<file path="src/rtl/jtframe_dwnld_pkg.sv">
// jtframe_dwnld_pkg: FSM encoding and gap-counter limits
// shared by the download feeder and its gap counter.
package jtframe_dwnld_pkg;

  localparam int GAP_W      = 8;
  localparam int WR_GAP_MAX = 255;

  typedef enum logic [2:0] {
    ST_IDLE,
    ST_FETCH,
    ST_WRITE,
    ST_GAP,
    ST_FIN
  } dwnld_st_t;

  // The counter is loaded at the write edge, so it holds gap-1.
  function automatic logic [GAP_W-1:0] gap_load(input int gap);
    int g;
    g = (gap > WR_GAP_MAX) ? WR_GAP_MAX : gap;
    return (g > 0) ? GAP_W'(g - 1) : '0;
  endfunction

endpackage

</file>
<file path="src/rtl/jtframe_dwnld_gap.sv">
// jtframe_dwnld_gap: loadable down-counter that flags zero,
// used to pace idle cycles between ioctl writes.
module jtframe_dwnld_gap
  import jtframe_dwnld_pkg::*;
(
  input  logic             clk,
  input  logic             rst,
  input  logic             load,
  input  logic [GAP_W-1:0] load_val,
  input  logic             en,
  output logic             zero
);

  logic [GAP_W-1:0] cnt;

  always_ff @(posedge clk) begin
    if (rst) begin
      cnt <= '0;
    end else if (load) begin
      cnt <= load_val;
    end else if (en && cnt != '0) begin
      cnt <= cnt - GAP_W'(1);
    end
  end

  assign zero = cnt == '0;

endmodule

</file>
<file path="src/rtl/jtframe_dwnld_feeder.sv">
// jtframe_dwnld_feeder: copies rom_len bytes from a source to the ioctl port.
// Define DWNLD_CHECKSUM_EN to add the 16-bit running checksum output.
module jtframe_dwnld_feeder
  import jtframe_dwnld_pkg::*;
#(
  parameter int AW     = 25,
  parameter int WR_GAP = 4
) (
  input  logic          clk,
  input  logic          rst,
  input  logic          start,
  input  logic [AW-1:0] rom_len,
  output logic [AW-1:0] src_addr,
  output logic          src_rd,
  input  logic [7:0]    src_data,
  input  logic          src_ok,
  input  logic          dwnld_busy,
  output logic          downloading,
  output logic [AW-1:0] ioctl_addr,
  output logic [7:0]    ioctl_dout,
  output logic          ioctl_wr,
  output logic          done
`ifdef DWNLD_CHECKSUM_EN
  ,
  output logic [15:0]   checksum
`endif
);

  localparam logic [GAP_W-1:0] GAP_LD = gap_load(WR_GAP);
  localparam bit               NO_GAP = WR_GAP == 0;

  dwnld_st_t     st, st_nx;
  logic [AW-1:0] idx;
  logic [AW-1:0] left;
  logic          accept;
  logic          take;
  logic          gap_ld;
  logic          gap_en;
  logic          gap_zero;

  assign accept   = st == ST_IDLE && start;
  assign take     = st == ST_FETCH && src_ok;
  assign src_addr = idx;

  jtframe_dwnld_gap u_gap (
    .clk      (clk),
    .rst      (rst),
    .load     (gap_ld),
    .load_val (GAP_LD),
    .en       (gap_en),
    .zero     (gap_zero)
  );

  always_comb begin
    st_nx    = st;
    src_rd   = 1'b0;
    ioctl_wr = 1'b0;
    gap_ld   = 1'b0;
    gap_en   = 1'b0;
    unique case (st)
      ST_IDLE: begin
        if (start) begin
          st_nx = (rom_len != '0) ? ST_FETCH : ST_FIN;
        end
      end
      ST_FETCH: begin
        src_rd = 1'b1;
        if (src_ok) begin
          st_nx = ST_WRITE;
        end
      end
      ST_WRITE: begin
        if (!dwnld_busy) begin
          ioctl_wr = 1'b1;
          if (!NO_GAP) begin
            gap_ld = 1'b1;
            st_nx  = ST_GAP;
          end else begin
            st_nx = (left == AW'(1)) ? ST_FIN : ST_FETCH;
          end
        end
      end
      ST_GAP: begin
        gap_en = 1'b1;
        // left was already decremented by the write
        if (gap_zero) begin
          st_nx = (left == '0) ? ST_FIN : ST_FETCH;
        end
      end
      ST_FIN: begin
        st_nx = ST_IDLE;
      end
      default: begin
        st_nx = ST_IDLE;
      end
    endcase
  end

  // done and the fall of downloading are registered out of FIN,
  // so both land together in the cycle after FIN.
  always_ff @(posedge clk) begin
    if (rst) begin
      st          <= ST_IDLE;
      idx         <= '0;
      left        <= '0;
      ioctl_addr  <= '0;
      ioctl_dout  <= '0;
      downloading <= 1'b0;
      done        <= 1'b0;
    end else begin
      st   <= st_nx;
      done <= st == ST_FIN;
      if (accept) begin
        idx         <= '0;
        left        <= rom_len;
        downloading <= rom_len != '0;
      end
      if (take) begin
        ioctl_addr <= idx;
        ioctl_dout <= src_data;
      end
      if (ioctl_wr) begin
        idx  <= idx + AW'(1);
        left <= left - AW'(1);
      end
      if (st == ST_FIN) begin
        downloading <= 1'b0;
      end
    end
  end

`ifdef DWNLD_CHECKSUM_EN
  always_ff @(posedge clk) begin
    if (rst) begin
      checksum <= '0;
    end else if (accept) begin
      checksum <= '0;
    end else if (ioctl_wr) begin
      checksum <= checksum + {8'd0, ioctl_dout};
    end
  end
`endif

endmodule
</file>
<file path="config.mk">
export PLATFORM = sky130hd
export DESIGN_NAME = jtframe_dwnld_feeder
export DESIGN_NICKNAME = d
export VERILOG_FILES = /design/src/rtl/jtframe_dwnld_pkg.sv /design/src/rtl/jtframe_dwnld_gap.sv /design/src/rtl/jtframe_dwnld_feeder.sv
export SDC_FILE = /design/constraint.sdc
export NUM_CORES = 1
export LEC_CHECK = 0
export BUFFER_PORTS_ARGS = -buffer_cell sky130_fd_sc_hd__buf_2
export CORE_MARGIN = 2
export CORE_UTILIZATION = 35
export CTS_BUF_LIST = sky130_fd_sc_hd__clkbuf_16
export DETAILED_ROUTE_END_ITERATION = 8
export GPL_TIMING_DRIVEN = 1
export SYNTH_ARGS = -nofsm -noshare
export SYNTH_HDL_FRONTEND = slang
export SYNTH_SLANG_ARGS = --single-unit
</file>
<file path="constraint.sdc">
create_clock -name clk -period 4 [get_ports clk]
set_input_delay 0.6 -clock clk [delete_from_list [all_inputs] [get_ports clk]]
set_output_delay 0.6 -clock clk [all_outputs]
set_load 0.02 [all_outputs]
</file>
==> key figures <==
Run status
  – Outcome: finished, final reports clean

Power and ir drop
  – P_leak: approximately 0.0020 uW
  – VDD IR-drop max: ~0.2 mV
  – PwrDens: roughly 450 nW/um2

Critical path
  – CP bufs+invs: 2
  – CP startpoint kind: flip-flop
  – FF-to-FF setup slack: 1160 ps
  – R2r endpoint: left[11]
  – CP max FO: 20
  – Slowest library cell on the worst path: or4b_1
  – Critical Path RT: between 3000 and 4000 ps
  – Critical R2R Launch: st[1]
  – Family with the most delay on the worst path: buffers and inverters
  – Slowest stage delay, CP: between 600 and 700 ps
  – Crit end category: output pin
  – Critical path arrival: 2390 ps
  – Reg2Reg Depth: 5
  – Crit Path Category: reg2out
  – CP cell instances: or4b_1 -> inv_1 -> buf_2
  – Critical Path End: ioctl_wr
  – Setup crit start: st[1]
  – CP Depth: 3

Clocking
  – Clock slew at reported path FFs: roughly 70 ps
  – Post-CTS Setup Inserts: 0
  – CTS Buffer Depth: 2
  – CTS Buf Count: 9
  – Clock Root Buffer: clkbuf_16
  – Gates resized, CTS repair: 0
  – CTS H-tree lvls: 3
  – CTS tree: yes
  – Clk Latency, worst-skew pair: about 340 ps
  – Clock Sink Count: 96
  – Hold_buf cts: 0

Die
  – Num rows: 41
  – I/O pins: 100
  – DIE WIDTH: between 100 and 150 um
  – Height of the die: 116.3 um
  – Initial Util: 0.3541
  – Die area: between 10000 and 15000 um2
  – Core area: 12470 um2

Synthesis
  – Seq cells post-synth: 96
  – Sequential element share of the synthesized area: 0.4354
  – Syn. warnings: 0
  – Net count after synthesis: just over 600
  – Predominant post-synthesis flop cell: dfxtp_1
  – Mapped Area: ~4400 um2
  – Post-synth EDFFs: 0
  – Post-Syn Instances: ~560
  – Share of synthesized flip-flops with an asynchronous set or reset: 0
  – Average size of a mapped cell: 7.827 um2
  – Netlist cell types: 48

Global route
  – GRT overflow: 0
  – Largest net degree at the start of global routing: 62
  – Vias in the first global route: between 3000 and 4000
  – GRT Total Usage: 0.1794
  – Global-route wire length before repair: roughly 19 mm
  – Initial antenna violation count: 0

Final layout
  – Share of cells above drive strength 1: 0.1994
  – Antenna cell count: 0
  – Fin util: 0.4292
  – P&R area growth vs syn: 21.20%
  – Count of non-filler cells in the finished layout: around 800
  – Layout Nets: roughly 680
  – Fillers: roughly 1300

STA
  – Max-slew headroom: 0.2098
  – Ratio of final minimum period to clock period: 0.7482
  – Final setup TNS: 0 ps
  – Worst Tran Pin Value: approximately 1200 ps
  – Setup ws final: approximately 1000 ps
  – Hold slack final: between 400 and 500 ps
  – Slew Limit Fails: 0
  – Final setup viols: 0
  – Final hold violation count: 0
  – Max Clk Rate: around 330 MHz
  – Clock Skews: around 6.5 ps
  – RSZ-0062 raised after global routing: false
  – Tmin final: between 2000 and 3000 ps

Placement
  – Placement Setup Slack: 1082 ps
  – Cells after DPL: ~800
  – Port buffer count: 99
  – Hpwl dp: around 8.5 mm
  – Gp weighted congestion: roughly 0.8

Routing
  – DR WL/cell: between 10 and 15 um
  – DR vias: roughly 4400
  – DRT iter0 DRCs: 260
  – Antenna Violating Nets Remaining: 0
  – WL final: ~12 mm
  – Vias/cell: 5.403
  – DR DRC count: 0
  – Drt pass-1 iters: 5

Flow run
  – Max cap viols: 0

Hold path
  – Hold path depth: 2
  – Hold Crit Class: reg2reg
[synthesized netlist by cell type, types with 3 or more instances]
master / instances / area, um2
ha_1: 4 / 50.05
nand4_1: 10 / 62.56
a211oi_1: 3 / 22.52
or4_1: 6 / 45.04
o311ai_0: 6 / 52.55
and3_1: 6 / 37.54
inv_1: 15 / 56.30
nand3_1: 18 / 90.09
mux2_2: 4 / 45.04
clkbuf_1: 34 / 127.6
nor4_1: 18 / 112.6
o21ai_0: 11 / 55.05
nor2_1: 43 / 161.4
o211ai_1: 13 / 97.59
a22oi_1: 7 / 52.55
a31oi_1: 13 / 81.33
a221oi_1: 4 / 35.03
nor3_1: 22 / 110.1
dfxtp_1: 96 / 1922
nand2b_1: 3 / 18.77
xnor2_1: 9 / 78.83
or3_1: 15 / 93.84
and2_1: 3 / 18.77
nand2_1: 99 / 371.6
a21oi_1: 71 / 355.3
[through the flow]
| step | power, uW | instance area (um2) |
|---|---|---|
| after floorplan | 1364 | 4414 |
| after global placement | 1480 | 5029 |
| after detailed placement | 1488 | 5029 |
| after CTS | 2420 | 5350 |
| after global routing | 2525 | 5350 |
| final | 2404 | 5350 |
[worst min path at each step]
stage	slack (ps)	end	start
finish	450	ioctl_addr[12]	ioctl_addr[12]
global route	470	ioctl_addr[12]	ioctl_addr[12]
CTS	450	ioctl_addr[12]	ioctl_addr[12]
detailed placement	440	ioctl_addr[23]	ioctl_addr[23]
global placement	440	ioctl_dout[0]	ioctl_dout[0]
floorplan	460	u_gap.cnt[7]	u_gap.cnt[7]
[worst reg2reg max path, delay by kind of cell, from the launching register on]
| kind | cells | cell delay, ps |
|---|---|---|
| compound gates | 1 | 180 |
| buf+inv | 1 | 530 |
| flops | 1 | 580 |
| simple gates | 3 | 1470 |
[cell usage in the layout (no fill, tap or decap), drive strengths merged, types with 7 or more instances in the layout]
master | netlist | routed
buf | 3 | 104
o211ai | 13 | 13
a21oi | 71 | 71
a31oi | 13 | 13
o21ai | 11 | 11
dfxtp | 96 | 96
clkbuf | 34 | 9
nor2 | 43 | 43
or4 | 7 | 7
nand2 | 99 | 99
nor4 | 18 | 18
or3 | 15 | 15
a22oi | 7 | 7
xnor2 | 9 | 9
nand4 | 10 | 10
nor3 | 22 | 22
inv | 15 | 17
nand3 | 18 | 18
[where the power goes]
part           switching (uW)  internal [uW]  leakage, uW
Sequential               51.7           1000     0.000778
Combinational             284            133      0.00111
Clock                     385            549     0.000153
Total                     720           1680      0.00204
[cell type report]
type / instances / area (um2) / area share
inverter: 15 / 56.30 / 0.01052
tap: 172 / 215.2 / 0.04022
multi-input combinational: 416 / 2302 / 0.4303
sequential: 96 / 1922 / 0.3592
clock buffer: 9 / 225.2 / 0.04210
timing repair buffer: 104 / 533.0 / 0.09963
clock inverter: 7 / 96.34 / 0.01801
[flip-flops by register name, indices dropped and copies added (netlist names)]
signal	cells
ioctl_dout	8
src_addr	25
done	1
downloading	1
st	3
u_gap.cnt	8
left	25
ioctl_addr	25
[cell families (layout without fill, tap and decap cells)]
kind of cell,after synthesis,count (layout),synth area share
compound gates,140,140,0.1942
xor+xnor,11,11,0.02183
fa+ha+maj,4,4,0.01134
buf+inv,52,135,0.04450
flops,96,96,0.4354
mux,6,6,0.01474
simple gates,255,255,0.2781
[metal layers]
layer  GRT usage  vias to the layer above  share of wire
met5           0                        -              0
met4     0.06825                        0          0.020
met3     0.03373                       17          0.050
met2      0.2872                      128           0.46
met1      0.2408                     2084           0.47
li1            -                     2196              -
(Power assumes the default switching activity.)
